File: src/rtl/my_dmux4way16_reg_pkg.sv
// Shared constants for the registered 4-way demultiplexer: way count, select
// encodings, default widths and the select-to-one-hot decode.
package my_dmux_pkg;

  localparam int WAYS  = 4;
  localparam int SEL_W = 2;

  localparam logic [SEL_W-1:0] SEL_A = 2'b00;
  localparam logic [SEL_W-1:0] SEL_B = 2'b01;
  localparam logic [SEL_W-1:0] SEL_C = 2'b10;
  localparam logic [SEL_W-1:0] SEL_D = 2'b11;

  localparam int DEFAULT_WIDTH = 16;
  localparam int DEFAULT_CNT_W = 8;

  function automatic logic [WAYS-1:0] sel_decode(input logic [SEL_W-1:0] s);
    logic [WAYS-1:0] hot;
    hot    = '0;
    hot[s] = 1'b1;
    return hot;
  endfunction

endpackage

File: src/rtl/my_way_slot.sv
// One demux channel: one-entry holding register with valid flag and wrapping delivered-word counter.
// Latency 1 cycle from load; accepts a new word while full if the consumer drains it the same cycle.
module my_way_slot
  import my_dmux_pkg::*;
#(
  parameter int WIDTH = DEFAULT_WIDTH,
  parameter int CNT_W = DEFAULT_CNT_W
) (
  input  logic             clk,
  input  logic             rst_n,
  input  logic             load,
  input  logic [WIDTH-1:0] din,
  input  logic             ready,
  output logic [WIDTH-1:0] dout,
  output logic             valid,
  output logic [CNT_W-1:0] count,
  output logic             can_load
);

  logic deliver;

  assign deliver  = valid && ready;
  assign can_load = !valid || ready;

  always_ff @(posedge clk or negedge rst_n) begin
    if (!rst_n) begin
      dout  <= '0;
      valid <= 1'b0;
      count <= '0;
    end else begin
      // Data only changes on a load; a drain leaves the last word visible.
      if (load) begin
        dout <= din;
      end
      valid <= load || (valid && !ready);
      if (deliver) begin
        count <= count + CNT_W'(1);
      end
    end
  end

endmodule

File: src/rtl/my_dmux4way16_reg.sv
// Registered 4-way demux: steers one word per cycle to channel a/b/c/d by sel, 1-cycle latency.
// in_ready drops only while sel points at a full channel whose consumer is not ready.
module my_dmux4way16_reg
  import my_dmux_pkg::*;
#(
  parameter int WIDTH = DEFAULT_WIDTH,
  parameter int CNT_W = DEFAULT_CNT_W
) (
  input  logic                 clk,
  input  logic                 rst_n,
  input  logic [WIDTH-1:0]     in,
  input  logic [SEL_W-1:0]     sel,
  input  logic                 in_valid,
  output logic                 in_ready,
  output logic [WIDTH-1:0]     a,
  output logic [WIDTH-1:0]     b,
  output logic [WIDTH-1:0]     c,
  output logic [WIDTH-1:0]     d,
  output logic [WAYS-1:0]      out_valid,
  input  logic [WAYS-1:0]      out_ready,
  output logic [WAYS*CNT_W-1:0] count
);

  logic [WAYS-1:0]  sel_hot;
  logic [WAYS-1:0]  load;
  logic [WAYS-1:0]  can_load;
  logic [WAYS-1:0]  slot_valid;
  logic [WIDTH-1:0] slot_data [WAYS];
  logic [CNT_W-1:0] slot_cnt  [WAYS];
  logic             accept;

  assign sel_hot  = sel_decode(sel);
  assign in_ready = can_load[sel];
  assign accept   = in_valid && in_ready;
  assign load     = accept ? sel_hot : '0;

  for (genvar i = 0; i < WAYS; i++) begin : g_slot
    my_way_slot #(
      .WIDTH (WIDTH),
      .CNT_W (CNT_W)
    ) u_slot (
      .clk      (clk),
      .rst_n    (rst_n),
      .load     (load[i]),
      .din      (in),
      .ready    (out_ready[i]),
      .dout     (slot_data[i]),
      .valid    (slot_valid[i]),
      .count    (slot_cnt[i]),
      .can_load (can_load[i])
    );
    assign count[i*CNT_W +: CNT_W] = slot_cnt[i];
  end

  assign a         = slot_data[SEL_A];
  assign b         = slot_data[SEL_B];
  assign c         = slot_data[SEL_C];
  assign d         = slot_data[SEL_D];
  assign out_valid = slot_valid;

endmodule
File: config.mk
export PLATFORM = sky130hd
export DESIGN_NAME = my_dmux4way16_reg
export DESIGN_NICKNAME = d
export VERILOG_FILES = /design/src/rtl/my_dmux4way16_reg_pkg.sv /design/src/rtl/my_way_slot.sv /design/src/rtl/my_dmux4way16_reg.sv
export SDC_FILE = /design/constraint.sdc
export NUM_CORES = 1
export LEC_CHECK = 0
export CAP_MARGIN = 20
export CORE_AREA = 4 4 110 91
export DETAILED_ROUTE_END_ITERATION = 6
export DIE_AREA = 0 0 114 95
export GPL_ROUTABILITY_DRIVEN = 0
export GPL_TIMING_DRIVEN = 1
export HOLD_SLACK_MARGIN = 0.1
export PLACE_DENSITY = 0.87
export SETUP_SLACK_MARGIN = 0.2
export SYNTH_ARGS = -nofsm -noshare
export SYNTH_HDL_FRONTEND = slang
export SYNTH_SLANG_ARGS = --single-unit
File: constraint.sdc
create_clock -name clk -period 1.85 [get_ports clk]
set_clock_uncertainty 0.15 [all_clocks]
set_input_delay 0.37 -clock clk [delete_from_list [all_inputs] [get_ports clk]]
set_output_delay 0.37 -clock clk [all_outputs]
set_load 0.005 [all_outputs]
======== Yosys cells after proc, flatten, opt, wreduce, memory -nomap -nowiden ========
Index checks and enable logic that the tools add are counted.
storage, ports and cells
  flip-flop bits (word level) ............. 100
  input port bits ......................... 25
  output and inout port bits .............. 101
  logic and storage cells ................. 49
operators by class
  $add $sub $neg .......................... 4
  order comparisons ....................... 2
  mux-type cells .......................... 5
  reductions and logical operators ........ 26
operators with widths
  operator                                                                      count
  8-bit by 1-bit adder with 8-bit output, second input constant                 4
  1-bit logical AND                                                             10
  1-bit logical NOT                                                             8
  1-bit logical OR                                                              8
  4-bit two-way mux                                                             1
  2-bit by 3-bit less-than comparator with 1-bit output, second input constant  1
  1-bit binary-select mux with 2-bit select                                     1
  1-bit demux with 2-bit select                                                 1
  2-bit by 1-bit >= comparator with 1-bit output, second input constant         1
  1-bit two-way mux                                                             2

======== Depth between registers and ports, before layout ========
Gate-level depths: netlist of the first run.
  depth after elaboration ................. 7
  depth in mapped cells ................... 5

======== Cells and area by module ========
From an unflattened synthesis of the first run, not the netlist that was laid out.
second synthesis, totals
  cells, all modules ...................... 269
  area total of the unflattened synthesis .. 4001.3 um2
modules (own cells, without submodules)
  module             instances  cells each  area each (um2)  sequential area each (um2)
  my_way_slot        4          66          983.4            625.6
  my_dmux4way16_reg  1          5           67.6             0.0

======== Worst setup path before layout of the first run ========
Ideal clock, no wire load.
  kind .................................... flip-flop to flip-flop
  start ................................... reg g_slot[1].u_slot.valid
  end ..................................... reg g_slot[1].u_slot.dout[10]
  library setup time ...................... 0.125 ns
  arrival ................................. 1.317 ns
  required time ........................... 1.575 ns
  slack ................................... 0.258 ns
  stages on the path, launching flop included .. 5
  path buffers ............................ 1
  path through ............................ dfrtp_1 nand2b_1 nor3b_4 buf_8 mux2_4
between the ends
  word-level cells in the longest chain between the ends .. 6
RTL lines
  item                                       RTL line                 source
  from (decl)                                my_way_slot.sv:15        output logic valid,
  from (signal assigned)                     my_way_slot.sv:35        valid <= load || (valid && !ready);
  1-bit logical NOT                          my_way_slot.sv:23        assign can_load = !valid || ready;
  1-bit logical OR                           my_way_slot.sv:23
  1-bit binary-select mux with 2-bit select  my_dmux4way16_reg.sv:33  assign in_ready = can_load[sel];
  1-bit two-way mux (not written as such)    my_dmux4way16_reg.sv:33
  1-bit logical AND                          my_dmux4way16_reg.sv:34  assign accept = in_valid && in_ready;
  4-bit two-way mux                          my_dmux4way16_reg.sv:35  assign load = accept ? sel_hot : '0;
  to (signal assigned)                       my_way_slot.sv:33        dout <= din;
  to (decl)                                  my_way_slot.sv:14        output logic [WIDTH-1:0] dout,
No other way between the ends. The select of a mux whose other input is x is not followed.
A chain may end at the register's enable or synchronous reset.

======== Worst setup path after layout of the first run ========
  start ................................... reg g_slot[3].u_slot.valid
  end ..................................... out in_ready
between the ends
  word-level cells in the longest chain between the ends .. 4
RTL lines
  item                                       RTL line                 source
  from (decl)                                my_way_slot.sv:15
  from (signal assigned)                     my_way_slot.sv:35
  1-bit logical NOT                          my_way_slot.sv:23
  1-bit logical OR                           my_way_slot.sv:23
  1-bit binary-select mux with 2-bit select  my_dmux4way16_reg.sv:33
  1-bit two-way mux (not written as such)    my_dmux4way16_reg.sv:33
  to (decl)                                  my_dmux4way16_reg.sv:14  output logic in_ready,
No other way between the ends. The select of a mux whose other input is x is not followed.

==> flow_summary.toml, run 1 <==
[finish]
synthToLayoutAreaGrowth_pct = 51.0
num_antenna_cells = 0
fillers = 658
nets = 490
final_util_pct = 69.5
layout-drive-gt1-share_pct = 35.5

[yosys]
synth_xor_area_share_pct = 5.97
muxShareOfSynthArea_pct = 21.1
synth_compound_area_share_pct = 0.244
yosysWarnings = 0
synth_enable_flop_cells = 0
synth_seq_cells = 100
syn-cell-area_um2 = 4110
synthAdderAreaFrac_pct = 1.22
avgSynthCellArea_um2 = 15.3
synth_top_area_share_pct = 60.9
synth_nets = 298
synth_ff_type = "dfrtp_1"
ys_types = 29
seq_area_frac_synth_pct = 60.9
syn_inst = 269
synth.top_cells.by_area = "dfrtp_1 61%, mux2_2 13%, mux2_4 7.3%"
synth_most_common_cell = "dfrtp_1"
synth_top_cell_by_area = "dfrtp_1"
synth_top_family_by_area = "multiplexers"
async_reset_ff_share_pct = 100
synth_common_cells = "100 x dfrtp_1, 48 x mux2_2, 22 x xnor2_1, 20 x mux2_4, 12 x nand2_1"
yosys.area_share.simple_pct = 7.86

[job]
maxCapViolCount = 0

[sta]
slew_violations = 0
setup_viol = 1
rsz0062_at_grt = "yes"
min_period_ns = 1.90
final_hold_viol_count = 0
maxSlewHeadroom_pct = 76.8
layout_setup_ws_ns = -0.0472
clock.fmax_ghz = 0.527
min_period_over_period_pct = 103
worst_pin_slew_ns = 0.344

[worst_setup_path]
max_stage_delay_ns = 0.46
worstSetupStartpoint = "g_slot[3].u_slot.valid"
r2r-start = "g_slot[1].u_slot.valid"
arrival_ns = 1.38
setup.worst_path.start_class = "register"
path_cells = "nand2b_4 > mux4_2 > buf_2"
crit_type = "reg -> out"
worst_setup_path_end_kind = "output port"
worstPathRequired_ns = 1.33
worst_path_max_delay_cell = "mux4_2"
worstPathMaxFanout = 2

[floorplan]
rows = 31
fp.dieW_um = 114
design.portCount = 126
core_area_um2 = 8920
dieArea_um2 = 10800
start_util_pct = 46.0
chipHeight_um = 95

[drt]
vias = 2881
postRouteAntennaNets = 0
drc = 0
drtPass1Iterations = 4
routedWlPerCell_um = 17.4
wirelength_um = 10100
drtIter0Drc = 105
post_drt_via_cell_ratio = 4.97

[power_and_ir_drop]
p_leak_uw = 0.00306
vdd_drop_max_mv = 0.532
p_per_area_nw_per_um2 = 1090

[placed_design]
pre_cts_slack_ns = -0.667
port-buffer-count = 125
hpwl_um = 6740

[clock_network]
cts_inserted_buffers = 9
worstSkewPairLatency_ns = 0.32
cts_tree = "done"
cts_htree_levels = 3
cts_root_buffer = "clkbuf_16"
clkTransAtPathRegs_ns = 0.07
cts_sinks = 100
cts_buffer_depth = 2

[grt]
grt-ovfl-total = 0
grt_pass1_wl_um = 16000
grt_max_degree = 57
grt_usage_pct = 18.9
antenna_found_initial = 0
grt_pass1_vias = 3161

[outcome]
violations = "negative setup slack"
status = "complete, but fails checks"

[worst_hold_path]
worstHoldStart = "g_slot[2].u_slot.count[7]"
holdCritPathClass = "reg -> reg"
[layer usage]
| layer | wire (um) | part of all wire (%) | vias to the layer above | global-route usage [%] |
|---|---|---|---|---|
| li1 | - | - | 1319 | - |
| met1 | 4270 | 42 | 1474 | 23.7 |
| met2 | 5150 | 51 | 84 | 33.4 |
| met3 | 589 | 5.9 | 4 | 5.06 |
| met4 | 53 | 0.53 | 0 | 3.17 |
| met5 | 0 | 0 | - | 0 |
[repair_timing]
| item | in CTS | in global routing |
|---|---|---|
| gates resized for setup | 127 | 9 |
| gates cloned | 1 | 0 |
| buffers inserted | 46 | 0 |
| pin swaps | 0 | 0 |
| hold buffers | 1 | 0 |
| hold endpoints to repair | 21 | 0 |
| setup endpoints to repair | 165 | 27 |
[placed cells by master (no fill, tap or decap), types with 3 or more instances in the layout]
cell | synthesis | final
mux2_4 | 20 | 27
clkbuf_16 | 0 | 9
buf_4 | 5 | 57
nand2b_4 | 0 | 4
dlygate4sd2_1 | 0 | 104
dfrtp_1 | 100 | 100
xnor2_1 | 22 | 22
nand3_1 | 6 | 5
mux2_2 | 48 | 41
nand2_1 | 12 | 12
buf_12 | 1 | 6
buf_6 | 2 | 3
ha_1 | 4 | 4
xor2_1 | 6 | 6
nand4_1 | 10 | 10
clkdlybuf4s50_1 | 0 | 16
and3_1 | 7 | 7
[cell type report]
class	count	area, um^2	area share (%)
inverter	2	7.51	0.121
tap	115	144	2.32
timing repair buffer	192	1720	27.7
multi-input combinational	156	1570	25.2
clock inverter	5	38.8	0.625
sequential	100	2500	40.3
clock buffer	10	229	3.69
[through the flow]
step	cells	hold slack, ns	instance area (um^2)	setup TNS, ns	total power, uW
after floorplan	269	-0.0756	4110	0	3740
after global routing	580	0.328	6200	-0.113	7160
after CTS	580	0.322	6180	-0.0669	6800
after detailed placement	517	0.141	5620	-18.53	5100
after global placement	517	0.132	5620	-17.07	5010
final	580	0.319	6200	-0.0472	6790
[cell families after synthesis]
logic type / after synthesis
simple gates: 53
compound gates: 2
mux: 69
flops: 100
xor+xnor: 28
buf+inv: 13
fa+ha+maj: 4
[registers in the layout, summed over array words and instances (netlist names)]
| name | cells |
|---|---|
| g_slot.u_slot.count | 32 |
| g_slot.u_slot.dout | 64 |
| g_slot.u_slot.valid | 4 |
[worst paths after layout]
path / to / slack [ns] / depth (start not counted)
setup / recovery: in_ready / -0.05 / 3
setup reg to reg: g_slot[1].u_slot.dout[8] / 0.24 / 5
max in group asynchronous: g_slot[3].u_slot.count[0] / 0.62 / 3
hold / removal: g_slot[2].u_slot.count[7] / 0.32 / 1
hold reg to reg: g_slot[2].u_slot.count[7] / 0.32 / 1
min in group asynchronous: g_slot[1].u_slot.count[6] / 0.34 / 2
[critical path: cells and delay by family, from the launching register on]
kind	cells	cell delay, ns
buffers and inverters	1	0.14
DFF	1	0.40
muxes	1	0.46
and+or+nand+nor	1	0.07
[power breakdown]
part	leakage, uW	total [uW]	switching [uW]	internal, uW
registers	0.00122	2960	286	2680
logic	0.00171	2140	821	1320
clock network	0.000129	1690	775	912
Power figures use the tool's default switching activity.
==> inputs of run 2 (changes only) <==
--- a/config.mk
+++ b/config.mk
@@ -6,12 +6,13 @@
 export NUM_CORES = 1
 export LEC_CHECK = 0
 export CAP_MARGIN = 20
-export CORE_AREA = 4 4 110 91
+export CORE_AREA = 4 4 99 101
 export DETAILED_ROUTE_END_ITERATION = 6
-export DIE_AREA = 0 0 114 95
+export DIE_AREA = 0 0 103 105
 export GPL_ROUTABILITY_DRIVEN = 0
 export GPL_TIMING_DRIVEN = 1
 export HOLD_SLACK_MARGIN = 0.1
+export MAX_ROUTING_LAYER = met4
 export PLACE_DENSITY = 0.87
 export SETUP_SLACK_MARGIN = 0.2
 export SYNTH_ARGS = -nofsm -noshare
==> constraint.sdc (replaced) <==
create_clock -name clk -period 1.9 [get_ports clk]
set_clock_uncertainty 0.15 [all_clocks]
set_input_delay 0.38 -clock clk [delete_from_list [all_inputs] [get_ports clk]]
set_output_delay 0.38 -clock clk [all_outputs]
set_load 0.005 [all_outputs]
==> run 2 against run 1 <==
Net effect:
- the flow still finishes with violations (negative setup slack)
- non-clock buffer count up 8
- routed wire length up 0.21%
- die area down 0.14%
- critical path type unchanged
- critical endpoint unchanged
- largest cell class unchanged
- largest power group unchanged
==> flow_summary.toml, run 2 (synthesis gave the netlist of run 1 again) <==
[outcome]
status = "complete, but fails checks"
violations = "negative setup slack"

[power_and_ir_drop]
finalPower_uw = 6290
p_leak_uw = 0.00306
vdd_drop_max_mv = 0.553
p_per_area_nw_per_um2 = 1020

[finish]
largest_register = "g_slot.u_slot.dout"
layout-drive-gt1-share_pct = 36.3
fin_area_um2 = 6180
layout_common_cells = "104 x dlygate4sd2_1, 100 x dfrtp_1, 63 x buf_4"
nets = 498
synthToLayoutAreaGrowth_pct = 50.4
layout_commonest_cell = "dlygate4sd2_1"
instances_no_fill = 586
largest_register_ff_count = 64
largestRegisters = "g_slot.u_slot.dout (64), g_slot.u_slot.count (32), g_slot.u_slot.valid (4)"

[grt]
grt_pass1_vias = 3194
antenna_found_initial = 1
grt_max_degree = 101
grt-ovfl-total = 0
grt_pass1_wl_um = 16500
grt_usage_pct = 20.4

[placed_design]
port-buffer-count = 125
dp.cells = 513
hpwl_um = 6710
dpl-instance-area_um2 = 5600

[worst_setup_path]
crit_path_end = "in_ready"
rrSetupSlack_ns = 0.19
worst_setup_path_end_kind = "output port"
max_stage_delay_ns = 0.44
r2r_cells = 6
worstPathMaxFanout = 2
critical_path_buf_inv_count = 1
r2r-start = "g_slot[2].u_slot.valid"
path_cells = "nand2b_4 > mux4_2 > buf_2"
crit_type = "reg -> out"
worstPathRequired_ns = 1.37
worstSetupStartpoint = "g_slot[1].u_slot.valid"
setup.worst_path.start_class = "register"
rr_endpoint = "g_slot[2].u_slot.count[1]"
crit_family = "multiplexers"
path_depth = 3
worst_path_max_delay_cell = "mux4_2"
arrival_ns = 1.42

[floorplan]
start_util_pct = 45.5
chipHeight_um = 105
design.portCount = 126
rows = 35
dieArea_um2 = 10800
core_area_um2 = 9020
fp.dieW_um = 103

[worst_hold_path]
holdCritPathClass = "in -> reg"

[sta]
slew_violations = 0
worst_pin_slew_ns = 0.533
final_hold_viol_count = 0
fin_setup_tns_ns = -0.0858
setup_viol = 2
maxSlewHeadroom_pct = 64.4
layout_setup_ws_ns = -0.0493
min_period_ns = 1.95
min_period_over_period_pct = 103
rsz0062_at_grt = "yes"
clock.fmax_ghz = 0.513

[clock_network]
cts_htree_levels = 3
worstSkewPairLatency_ns = 0.36
cts_buffer_depth = 2
cts_sinks = 100
cts_tree = "done"
clkTransAtPathRegs_ns = 0.11
cts_root_buffer = "clkbuf_8"
cts_inserted_buffers = 9

[drt]
drtPass1Iterations = 4
drtIter0Drc = 41
routedWlPerCell_um = 17.2
vias = 2855
postRouteAntennaNets = 0
wirelength_um = 10100
post_drt_via_cell_ratio = 4.87
drc = 0

[job]
maxCapViolCount = 0
run 2: cell count changes in the layout (fill, tap and decap cells not counted), moves of 4 or more:
cell       previous run  this run
buf_6                 3         7
clkbuf_8              0         9
buf_4                57        63
clkbuf_16             9         0
run 2: power by group:
part	switching, uW	total, uW	internal (uW)
Clock	803	1310	507
Sequential	263	2860	2600
Combinational	797	2120	1320
run 2: worst register-to-register path: stages, from the launching register on:
cell and delay, ns:
dfrtp_1 0.41, buf_4 0.13, buf_6 0.08, buf_6 0.08, buf_6 0.09, and2_1 0.30
mux2_2 0.37
run 2: how the worst min path moves through the flow:
stage / startpoint / end / slack [ns] / depth (start not counted)
global placement: g_slot[3].u_slot.count[7] / g_slot[3].u_slot.count[7] / 0.31 / 1
finish: out_ready[3] / g_slot[3].u_slot.valid / 0.34 / 3
detailed placement: g_slot[2].u_slot.count[7] / g_slot[2].u_slot.count[7] / 0.32 / 1
global route: out_ready[3] / g_slot[3].u_slot.valid / 0.35 / 3
CTS: out_ready[3] / g_slot[3].u_slot.valid / 0.32 / 3
floorplan: rst_n / g_slot[0].u_slot.count[0] / -0.07 / 0
run 2: metal layers:
metal,routed length (um),global-route usage (%),vias up
met3,351,2.94,23
met2,5300,33.8,73
met4,280,8.70,0
met1,4160,24.4,1420
met5,0,-,-
li1,-,-,1339
run 2: layout make-up:
cell class / instances / area [um^2]
multi-input combinational: 156 / 1550
timing repair buffer: 200 / 1790
inverter: 2 / 7.51
clock buffer: 9 / 124
clock inverter: 7 / 66.3
tap: 111 / 139
antenna: 1 / 2.50
fill: 682 / 2840
sequential: 100 / 2500
run 2: metrics by stage:
step,util [%],worst slack [ns],hold WS [ns]
after global placement,62.1,-0.608,0.312
after floorplan,-,0.307,-0.0656
final,68.5,-0.0493,0.337
after detailed placement,62.1,-0.605,0.318
after global routing,68.5,-0.106,0.351
after CTS,68.2,-0.0783,0.316
run 2: timing repair:
item                       4_1_cts  5_1_grt
buffers inserted                52        2
hold buffers                     1        0
resized for setup              133        1
pin swaps                        1        0
hold endpoints to repair       100        0
gates cloned                     1        0
setup endpoints to repair      149       18
==> inputs of run 3 (changes only) <==
--- a/config.mk
+++ b/config.mk
@@ -13,8 +13,9 @@
 export GPL_TIMING_DRIVEN = 1
 export HOLD_SLACK_MARGIN = 0.1
 export MAX_ROUTING_LAYER = met4
-export PLACE_DENSITY = 0.87
+export PLACE_DENSITY = 0.86
 export SETUP_SLACK_MARGIN = 0.2
 export SYNTH_ARGS = -nofsm -noshare
 export SYNTH_HDL_FRONTEND = slang
+export SYNTH_HIERARCHICAL = 1
 export SYNTH_SLANG_ARGS = --single-unit
==> run 3 against run 2 <==
Net effect:
- the run still ends with negative setup slack left
- global-route usage decreased by 0.16 points
- die area unchanged
- sequential share of layout area decreased by 1.6 points
- critical endpoint unchanged
- highest routed layer unchanged
==> flow_summary.toml, run 3 <==
[outcome]
status = "complete, but fails checks"
violations = "negative setup slack"

[yosys]
yosys.area_share.simple_pct = 9.13
avgSynthCellArea_um2 = 14.9
synth_xor_area_share_pct = 6.13
yosysWarnings = 6
async_reset_ff_share_pct = 100
syn_inst = 269
ys_types = 20
synth_compound_area_share_pct = 0
synth_seq_cells = 100
synthAdderAreaFrac_pct = 1.25
synth_common_cells = "100 x dfrtp_1, 68 x mux2_2, 20 x xor2_1, 16 x nand2_1"
synth_top_cell_by_area = "dfrtp_1"
synth_enable_flop_cells = 0
syn-cell-area_um2 = 4000
synth_ff_type = "dfrtp_1"
seq_area_frac_synth_pct = 62.5
synth_top_family_by_area = "multiplexers"
muxShareOfSynthArea_pct = 19.7
synth_top_area_share_pct = 62.5
synth_nets = 298
synth_most_common_cell = "dfrtp_1"
synth.top_cells.by_area = "dfrtp_1 63%, mux2_2 19%, xor2_1 4.4%"

[clock_network]
cts_buffer_depth = 2
worstSkewPairLatency_ns = 0.35
clkTransAtPathRegs_ns = 0.10
cts_sinks = 100
cts_htree_levels = 3
cts_tree = "done"
cts_root_buffer = "clkbuf_8"
cts_inserted_buffers = 9

[worst_setup_path]
crit_family = "multiplexers"
worst_path_max_delay_cell = "mux4_2"
r2r_cells = 7
worstPathMaxFanout = 2
rr_endpoint = "g_slot[2].u_slot/dout[7]"
worst_setup_path_end_kind = "output port"
r2r-start = "g_slot[2].u_slot/valid"
path_cells = "or2b_1 > mux4_2 > buf_2"
critical_path_buf_inv_count = 1
crit_type = "reg -> out"
arrival_ns = 1.58
rrSetupSlack_ns = 0.02
worstPathRequired_ns = 1.37
max_stage_delay_ns = 0.48
setup.worst_path.start_class = "register"

[drt]
post_drt_via_cell_ratio = 4.95
drc = 0
wirelength_um = 10900
postRouteAntennaNets = 0
routedWlPerCell_um = 18.3
drtIter0Drc = 44
drtPass1Iterations = 4
vias = 2938

[sta]
final_hold_viol_count = 0
clock.fmax_ghz = 0.473
worst_pin_slew_ns = 0.519
whs_ns = 0.364
rsz0062_at_grt = "yes"
min_period_over_period_pct = 111
min_period_ns = 2.11
setup_viol = 1
slew_violations = 0
fin_setup_tns_ns = -0.213
layout_setup_ws_ns = -0.213
maxSlewHeadroom_pct = 65.4

[power_and_ir_drop]
p_leak_uw = 0.00323
vdd_drop_max_mv = 0.498
p_per_area_nw_per_um2 = 1020

[finish]
layout_commonest_cell = "dlygate4sd2_1"
layout_common_cells = "102 x dlygate4sd2_1, 98 x dfrtp_1, 61 x buf_4"
register_area_um2 = 2500
synthToLayoutAreaGrowth_pct = 60.7
largest_register_ff_count = 64
final_util_pct = 71.3
multi_input_area_um2 = 1630
instances_no_fill = 593
nets = 506
fillers = 633
num_antenna_cells = 0
largestRegisters = "g_slot.u_slot/dout (64), g_slot.u_slot/count (32), g_slot.u_slot/valid (4)"
layout-drive-gt1-share_pct = 39.2
largest_register = "g_slot.u_slot/dout"

[worst_hold_path]
holdCritPathClass = "reg -> reg"
whs_endpoint = "g_slot[1].u_slot/dout[12]"
worstHoldStart = "g_slot[1].u_slot/dout[12]"
worstHoldPathCells = 1

[grt]
grt_usage_pct = 20.2
antenna_found_initial = 0
grt_pass1_wl_um = 16600
grt_pass1_vias = 3202
grt-ovfl-total = 0
grt_max_degree = 101

[placed_design]
pre_cts_slack_ns = -0.696
port-buffer-count = 125
hpwl_um = 6450
dp.cells = 514

[floorplan]
dieArea_um2 = 10800
rows = 35
chipHeight_um = 105
fp.dieW_um = 103
design.portCount = 126
start_util_pct = 44.4
core_area_um2 = 9020

[job]
maxCapViolCount = 0
-- run 3: timing repair --
action / in CTS / in global routing
gates resized for setup: 154 / 25
setup buffers: 49 / 6
gates cloned: 3 / 4
hold endpoints to repair: 100 / 0
pin swaps: 2 / 0
endpoints found under the setup margin: 166 / 69
hold buffers: 1 / 0
-- run 3: area by class of cell --
type	instances	share of cell area, %
clock buffer	11	2.35
clock inverter	5	1.01
multi-input combinational	161	25.4
sequential	100	39.0
tap	111	2.16
timing repair buffer	205	30.1
-- run 3: worst max path at each step --
stage | endpoint | depth (start not counted) | slack, ns | startpoint
final | in_ready | 3 | -0.21 | g_slot[3].u_slot/valid
after global routing | in_ready | 3 | -0.26 | g_slot[2].u_slot/valid
after CTS | in_ready | 3 | -0.23 | g_slot[3].u_slot/valid
after detailed placement | in_ready | 4 | -0.70 | out_ready[0]
after global placement | in_ready | 4 | -0.68 | out_ready[0]
after floorplan | g_slot[3].u_slot/dout[0] | 5 | 0.20 | g_slot[3].u_slot/valid
-- run 3: power by group --
group	internal [uW]	switching (uW)	total, uW
logic	1380	857	2240
clock network	699	748	1450
registers	2610	268	2870
-- run 3: logic make-up after synthesis --
| logic type | count (synthesis) |
|---|---|
| multiplexers | 69 |
| buffers and inverters | 8 |
| AND/OR/NAND/NOR | 60 |
| adder cells (fa/ha/maj) | 4 |
| flip-flops | 100 |
| XOR/XNOR | 28 |
-- run 3: per-stage QoR --
step	area, um^2	total power, uW
after floorplan	4020	3610
after global placement	5530	4830
after detailed placement	5530	4930
after CTS	6180	6510
after global routing	6430	6940
final	6430	6560
-- run 3: layer usage --
metal	global-route usage [%]	part of all wire, %
met1	24.2	41
met2	34.1	53
met3	4.54	4.7
met4	5.46	1.1
met5	-	0
